==> config.mk <==
export PLATFORM = sky130hd
export DESIGN_NAME = regfile_np_flat
export DESIGN_NICKNAME = d
export VERILOG_FILES = /design/src/rtl/regfile_np_if.sv /design/src/rtl/regfile_np.sv /design/src/flat_wrapper.sv
export SDC_FILE = /design/constraint.sdc
export NUM_CORES = 1
export LEC_CHECK = 0
export BUFFER_PORTS_ARGS = -buffer_cell sky130_fd_sc_hd__buf_2
export CORE_MARGIN = 3
export CORE_UTILIZATION = 50
export DETAILED_ROUTE_END_ITERATION = 16
export GPL_TIMING_DRIVEN = 0
export PLACE_DENSITY = 0.66
export REMOVE_ABC_BUFFERS = 1
export SETUP_SLACK_MARGIN = 0.2
export SYNTH_ARGS = -nofsm -noshare
export SYNTH_HDL_FRONTEND = slang
export SYNTH_SLANG_ARGS = --single-unit
==> constraint.sdc <==
create_clock -name clk -period 6.4 [get_ports clk]
set_clock_uncertainty 0.1 [all_clocks]
set_input_delay 0.64 -clock clk [delete_from_list [all_inputs] [get_ports clk]]
set_output_delay 0.64 -clock clk [all_outputs]
set_load 0.005 [all_outputs]
==> src/rtl/regfile_np_if.sv <==
// Register-file access bundle: packed read ports, single write port and status.
// The datapath drives it as master; regfile_np is the slave.
interface regfile_np_if #(
  parameter int unsigned DATA_W = 32,
  parameter int unsigned ADDR_W = 5,
  parameter int unsigned NUM_RD = 2
) ();
  logic [NUM_RD*ADDR_W-1:0] rd_addr;
  logic [NUM_RD*DATA_W-1:0] rd_data;
  logic                     RegWrite;
  logic [ADDR_W-1:0]        write_reg;
  logic [DATA_W-1:0]        write_data;
  logic                     ready;
  logic                     wr_lost;

  modport master (
    output rd_addr, RegWrite, write_reg, write_data,
    input  rd_data, ready, wr_lost
  );

  modport slave (
    input  rd_addr, RegWrite, write_reg, write_data,
    output rd_data, ready, wr_lost
  );
endinterface

==> src/rtl/regfile_np.sv <==
// Multi-read-port register file with r0 hardwired to zero and a post-reset scrub.
// Define REGFILE_BYPASS_EN to forward the in-flight write to matching read ports.
module regfile_np #(
  parameter int unsigned DATA_W = 32,
  parameter int unsigned ADDR_W = 5,
  parameter int unsigned NUM_RD = 2
) (
  input logic         clk,
  input logic         rst_n,
  regfile_np_if.slave bus
);

  localparam int unsigned DEPTH = 2 ** ADDR_W;

  typedef enum logic {StScrub, StRun} state_e;

  state_e              state_q;
  logic [ADDR_W-1:0]   scrub_cnt_q;
  logic                ready_q;
  logic                wr_lost_q;
  logic [DATA_W-1:0]   mem_q [DEPTH];

  logic                      wr_en;
  logic [ADDR_W-1:0]         rd_a;
  logic [NUM_RD*DATA_W-1:0]  rd_data_c;

  assign wr_en = ready_q && bus.RegWrite && (bus.write_reg != '0);

  always_ff @(posedge clk or negedge rst_n) begin
    if (!rst_n) begin
      state_q     <= StScrub;
      scrub_cnt_q <= '0;
      ready_q     <= 1'b0;
      wr_lost_q   <= 1'b0;
    end else begin
      // Any write attempt before the scrub finishes is dropped, r0 included.
      if (bus.RegWrite && !ready_q) begin
        wr_lost_q <= 1'b1;
      end
      case (state_q)
        StScrub: begin
          scrub_cnt_q <= scrub_cnt_q + ADDR_W'(1);
          if (&scrub_cnt_q) begin
            state_q <= StRun;
            ready_q <= 1'b1;
          end
        end
        StRun: begin
          ready_q <= 1'b1;
        end
        default: begin
          state_q <= StScrub;
          ready_q <= 1'b0;
        end
      endcase
    end
  end

  // Array has no reset; the scrub zeroes it one entry per edge instead.
  always_ff @(posedge clk) begin
    if (state_q == StScrub) begin
      mem_q[scrub_cnt_q] <= '0;
    end else if (wr_en) begin
      mem_q[bus.write_reg] <= bus.write_data;
    end
  end

  always_comb begin
    rd_data_c = '0;
    rd_a      = '0;
    for (int unsigned i = 0; i < NUM_RD; i++) begin
      rd_a = bus.rd_addr[i*ADDR_W +: ADDR_W];
      if (rd_a == '0) begin
        rd_data_c[i*DATA_W +: DATA_W] = '0;
      end else if (!ready_q) begin
        rd_data_c[i*DATA_W +: DATA_W] = '0;
`ifdef REGFILE_BYPASS_EN
      end else if (wr_en && (bus.write_reg == rd_a)) begin
        rd_data_c[i*DATA_W +: DATA_W] = bus.write_data;
`endif
      end else begin
        rd_data_c[i*DATA_W +: DATA_W] = mem_q[rd_a];
      end
    end
  end

  assign bus.rd_data = rd_data_c;
  assign bus.ready   = ready_q;
  assign bus.wr_lost = wr_lost_q;

endmodule

==> src/flat_wrapper.sv <==
// flat-port wrapper written by rule: the top's interface ports become plain ports
module regfile_np_flat 
#(
  parameter int unsigned DATA_W = 32,
  parameter int unsigned ADDR_W = 5,
  parameter int unsigned NUM_RD = 2
)
  (clk, rst_n, bus_rd_addr, bus_RegWrite, bus_write_reg, bus_write_data, bus_rd_data, bus_ready, bus_wr_lost);
  regfile_np_if #(.DATA_W(DATA_W), .ADDR_W(ADDR_W), .NUM_RD(NUM_RD)) bus_i ();
  input logic clk;
  input logic rst_n;
  input wire logic [$bits(bus_i.rd_addr)-1:0] bus_rd_addr;
  input wire logic [$bits(bus_i.RegWrite)-1:0] bus_RegWrite;
  input wire logic [$bits(bus_i.write_reg)-1:0] bus_write_reg;
  input wire logic [$bits(bus_i.write_data)-1:0] bus_write_data;
  output wire logic [$bits(bus_i.rd_data)-1:0] bus_rd_data;
  output wire logic [$bits(bus_i.ready)-1:0] bus_ready;
  output wire logic [$bits(bus_i.wr_lost)-1:0] bus_wr_lost;
  assign bus_i.rd_addr = bus_rd_addr;
  assign bus_i.RegWrite = bus_RegWrite;
  assign bus_i.write_reg = bus_write_reg;
  assign bus_i.write_data = bus_write_data;
  assign bus_rd_data = bus_i.rd_data;
  assign bus_ready = bus_i.ready;
  assign bus_wr_lost = bus_i.wr_lost;
  regfile_np #(.DATA_W(DATA_W), .ADDR_W(ADDR_W), .NUM_RD(NUM_RD)) u_core (.clk(clk), .rst_n(rst_n), .bus(bus_i));
endmodule
## Word level (Yosys, flattened, before mapping)

Memories as Yosys holds them, arrays and structs flattened.
Cells that the tools add are included.

- Register bits after elaboration: 8
- Bits in writable memories: 1024
- Input port bits: 50
- Logic and storage cells: 32
- Memories kept: 1

- Add/sub/neg operators: 1
- Equal/unequal tests: 1
- Muxes and demuxes: 15
- Bitwise logic cells: 1
- Reduce and logical (&&, ||, !) cells: 9

Memory list:

| name | depth | width | rd ports | clocked after memory_dff | write ports | RTL line | text |
|---|---|---|---|---|---|---|---|
| u_core.mem_q | 32 | 32 | 2 | 0 | 1 | regfile_np.sv:21 | `logic [DATA_W-1:0] mem_q [DEPTH];` |

Operators by type and width:

| cell | count |
|---|---|
| $mux W32 | 5 |
| $reduce_or A32 Y1 | 1 |
| $logic_not A5 Y1 | 2 |
| $mux W1 | 8 |
| $add A5 B1 Y5 const B | 1 |
| $mux W5 | 1 |
| $reduce_and A5 Y1 | 1 |
| $reduce_bool A5 Y1 | 1 |
| $logic_and A1 B1 Y1 | 3 |
| $ne A2 B1 Y1 const B | 1 |
| $pmux W1 S2 | 1 |
| $logic_not A1 Y1 | 1 |
| $not A1 Y1 | 1 |

## Logic depth before layout (Yosys ltp)

- Depth in word-level cells: 7
- Gate-level depth with buffers: 8
- Gate-level depth less buffers: 5

## Worst setup path after synthesis

No wires, ideal clock.

- Kind: input port to flip-flop
- Start: in bus_write_reg[4]
- End: mem u_core.mem_q[29][0], enable pin
- Setup time: 0.421 ns
- Arrival time: 3.006 ns
- Required time: 5.879 ns
- Setup slack: 2.873 ns
- Cell stages on the path: 5
- Path buffers: 0
- Cell sequence: or4_1 -> o21ai_1 -> a22o_1 -> nand2_1 -> nor2_1

- Longest elaborated chain between the ends: 7

Ends and longest elaborated chain:

| item | RTL line | text |
|---|---|---|
| from (decl) | flat_wrapper.sv:14 | `input wire logic [$bits(bus_i.write_reg)-1:0] bus_write_reg;` |
| $reduce_bool A5 Y1 | regfile_np.sv:27 | `assign wr_en = ready_q && bus.RegWrite && (bus.write_reg != '0);` |
| $logic_and A1 B1 Y1 | regfile_np.sv:27 |  |
| $mux W1 | regfile_np.sv:63 | `end else if (wr_en) begin` |
| $mux W1 | regfile_np.sv:61 | `if (state_q == StScrub) begin` |
| $mux W1 (implied by the code) | regfile_np.sv:64 | `mem_q[bus.write_reg] <= bus.write_data;` |
| $reduce_or A32 Y1 (no source line) | -- |  |
| $mux W5 (no source line) / $mux W1 (equally long branches) | -- |  |
| to (decl) | regfile_np.sv:21 |  |

Several ways; a longest one is shown, not always the timed one.

## Worst setup path in the final report

- Start: in bus_rd_addr[6]
- End: out bus_rd_data[63]

- Longest elaborated chain between the ends: 3

Ends and longest elaborated chain:

| item | RTL line | text |
|---|---|---|
| from (decl) | flat_wrapper.sv:12 | `input wire logic [$bits(bus_i.rd_addr)-1:0] bus_rd_addr;` |
| $mem_v2 Z32 W32 | -- |  |
| $mux W32 | regfile_np.sv:75 | `end else if (!ready_q) begin` |
| $mux W32 (*) | regfile_np.sv:73 | `if (rd_a == '0) begin` |
| to (decl) | flat_wrapper.sv:16 | `output wire logic [$bits(bus_i.rd_data)-1:0] bus_rd_data;` |

Mark *: on every way between the ends. The rest lies on a longest branch, timed or not.

==> results <==
- The tree built by TritonCTS fans out to 1,030 sinks.
- Among all flip-flop cells after synthesis, the most frequent one is edfxtp_1.
- The longest clock path from root to sink contains 3 buffers.
- After detailed routing, the total wire length is 145,000 um.
- The final cycle utilization of the critical path is 81.8%.
- Entering global routing, the biggest net connects 97 pins.
- The total overflow left after global routing is 0.
- The effective utilization at floorplan is 50.7%.
- 116 I/O pins were placed.
- In this run, synthesis produced a sequential element count of 1,030.
- The class of the tightest hold or removal check is in -> reg.
- Setup repair after global routing left no endpoint under its margin.
- The dominant cell type by area after synthesis is edfxtp_1.
- The data required time of the worst path is 5.66 ns.
- After detailed routing, the number of vias per cell comes to 7.09.
- Once the clock tree was built, the resizer swapped 0 gates to a different size.
- By count the netlist is led by 1,022 x edfxtp_1, 482 x mux2i_1, 252 x mux4_2, 194 x o22ai_1, 188 x a22oi_1.
- The number of global-route vias before repair came to 29,983.
- The quantity of I/O buffers inserted on ports is 115.
- The total DRC errors in the routed layout is 0.
- Hold timing on the final database bottoms out at a slack of 0.147 ns.
- The critical path is of the in -> out type.
- The clock period minus final worst setup slack is 5.24 ns.
- In the synthesized netlist the async set-or-reset flop fraction comes to 0.777%.
- The tool flagged a number of max-cap violations equal to 0.
- For this run, the number of Yosys warnings is 0.
- The height of the chip is 315 um.
- The first-pass iteration count of the detailed router is 8.
- Counting flops with a built-in enable in the synthesized netlist gives 1,022.
- The die covers 99,000 um^2.
- The detail route stage leaves a number of antenna-violating nets equal to 0.
- In the post-synthesis netlist, the cell with the most instances is edfxtp_1.
- Detailed routing inserted a total of 29,979 vias.
- Global routing consumed, over all layers together, 28.9% of the routing resources.
- The H-tree depth is 3.
- The slack of the critical path is 1.16 ns.
- Setup slack on the worst reg-to-reg path comes out at 2.22 ns.
- The arrival time reported for the critical path endpoint is 4.50 ns.
- The core outline area is 93,900 um^2.
- The first global-routing pass estimated 206,000 um of wire.
- Of the cells placed in the final design, the portion with a size suffix greater than 1 is 24.0%.
- Before CTS, the worst setup slack after placement is 1.21 ns.
- The number of rows created at floorplan is 112.
- Power spread over the standard cell area amounts to 267 nW/um^2.
- The initial antenna violation count was 5.
- Yosys attributes the largest share of cell area to edfxtp_1 64%, mux4_2 12%, mux2i_1 10%, a22oi_1 3.0%, o22ai_1 2.5%.
- The count of pins over their slew limit is 0.
- Clock-pin slew was measured on the worst setup and hold paths at 0.06 ns.
- The actual slew at the worst max-slew pin is 1.43 ns.
- The root cell of the clock tree is clkbuf_16.
- The unique cell type count in the Yosys netlist is 55.
- The final count of hold timing violations is 0.
- The floorplan step set the die width to 315 um.
- Relative to the synthesized area, the layout overhead comes to 14.8%.
- The congestion estimate from routability-driven global placement came to 0.772.
- The largest vdd supply drop is 0.209 mV.
- The portion of synthesized cell area occupied by the leading cell type is 64.4%.
- The largest fanout on the critical path is 94.
- The number of clock buffers added by TritonCTS is 106.
- The final number of setup-violating endpoints is 0.
- The register area share after synthesis is 64.8%.
- The gate count of the mapped netlist is 2,780.
- The final core area utilization is 58.2%.
- The worst setup path is captured at a primary output.
- The number of design-rule violations left by the first detailed-router iteration is 4,161.
- The maximum clock frequency is 0.191 GHz.
- Summed over all nets, the half-perimeter wirelength after detailed placement is 93,300 um.
- The clock reaches the later pin of the worst-skew pair after 0.66 ns.
- STA classifies the critical path startpoint as an input pin.
- The CTS tree is done.
- The flow ran to the end, and the final reports show no timing, DRC or antenna violations.
- In the final design database the tool counted 2,936 nets.
- The mean post-synth cell area is 17.1 um^2.
- In this run the static leakage power is 19.5 nW.
- The completed layout was analyzed and its total power is 14.6 mW.
- The worst-case headroom to the max-slew limit is 4.75%.
- The post-synthesis instance area is 47,600 um^2.
- The per-cell routed wire length is 34.2 um.
power by group:
group / switching [mW] / internal [mW] / total (mW)
combinational: 0.688 / 0.399 / 1.09
sequential: 0.00235 / 7.44 / 7.44
clock: 2.56 / 3.51 / 6.07
logic make-up after synthesis:
group / Yosys count / synth area share, %
adders and majority gates: 2 / 0.0525
xor gates and xnor gates: 3 / 0.0552
and+or+nand+nor: 265 / 2.87
buffers and inverters: 234 / 2.52
muxes: 739 / 22.2
AOI/OAI and AO/OA: 507 / 7.49
DFF: 1030 / 64.8
path summary, 6_finish.rpt:
| path | startpoint | endpoint | depth (start not counted) |
|---|---|---|---|
| setup / recovery | bus_rd_addr[6] | bus_rd_data[63] | 8 |
| min in group asynchronous | rst_n | u_core.scrub_cnt_q[3] | 2 |
| setup reg to reg | u_core.bus.ready | u_core.mem_q[19][19] | 7 |
| hold reg to reg | u_core.bus.wr_lost | u_core.bus.wr_lost | 1 |
| max in group asynchronous | rst_n | u_core.bus.wr_lost | 2 |
| hold / removal | bus_RegWrite | u_core.bus.wr_lost | 2 |
state kept, by name, summed over array words and instances, names as in the netlist:
signal	flops
u_core.bus.ready	1
u_core.bus.wr_lost	1
u_core.mem_q	1022
u_core.scrub_cnt_q	5
u_core.state_q	1
routing by layer:
metal  vias up  global-route usage [%]  wire length, um
li1      11946                       -                -
met1     15540                    41.7            56800
met2      2104                    42.8            64600
met5         -                       0                0
met4         0                    10.8             5860
met3       389                    7.34            17500
worst max-delay path, cell delays in order:
cell and delay, ns:
buf_8 0.51, buf_16 0.50, buf_16 0.43, or2_2 1.15
o22ai_1 0.23, a22oi_1 0.37, nand4_1 0.30, buf_2 0.22
area by class of cell:
type,count,area [um^2]
well taps,1254,1570
fillers,6937,39200
diodes,2,5.00
flip-flops and latches,1030,30900
clock buffers,138,2790
clock inverters,57,581
repair buffers,221,2900
multi-input cells,1516,15900
inverters,9,36.3
cells in the final DEF, fill, tap and decap left out, types with 36 or more instances in the layout:
cell / netlist / layout
mux4_2: 252 / 252
buf_16: 0 / 47
buf_12: 0 / 37
mux2i_1: 482 / 482
edfxtp_1: 1022 / 1022
nor2_4: 0 / 36
buf_2: 107 / 111
o21ai_0: 60 / 60
o22ai_1: 194 / 194
a22oi_1: 188 / 188
nand2_1: 81 / 78
clkbuf_16: 0 / 106
nand4_1: 64 / 64
repair_timing:
action                     in CTS  in global routing
setup buffers                   0                  0
hold buffers                    1                  0
setup endpoints to repair       0                  0
hold endpoints to repair        8                  0
per-stage QoR:
step / setup TNS (ns) / cell area, um^2 / instances
3_5_place_dp: 0 / 51300 / 4029
5_1_grt: 0 / 54700 / 4225
6_report: 0 / 54700 / 4227
2_1_floorplan: 0 / 46500 / 2555
3_3_place_gp: -1639.32 / 48600 / 3924
4_1_cts: 0 / 54700 / 4225
No activity file was read; power rests on OpenSTA's default activity.
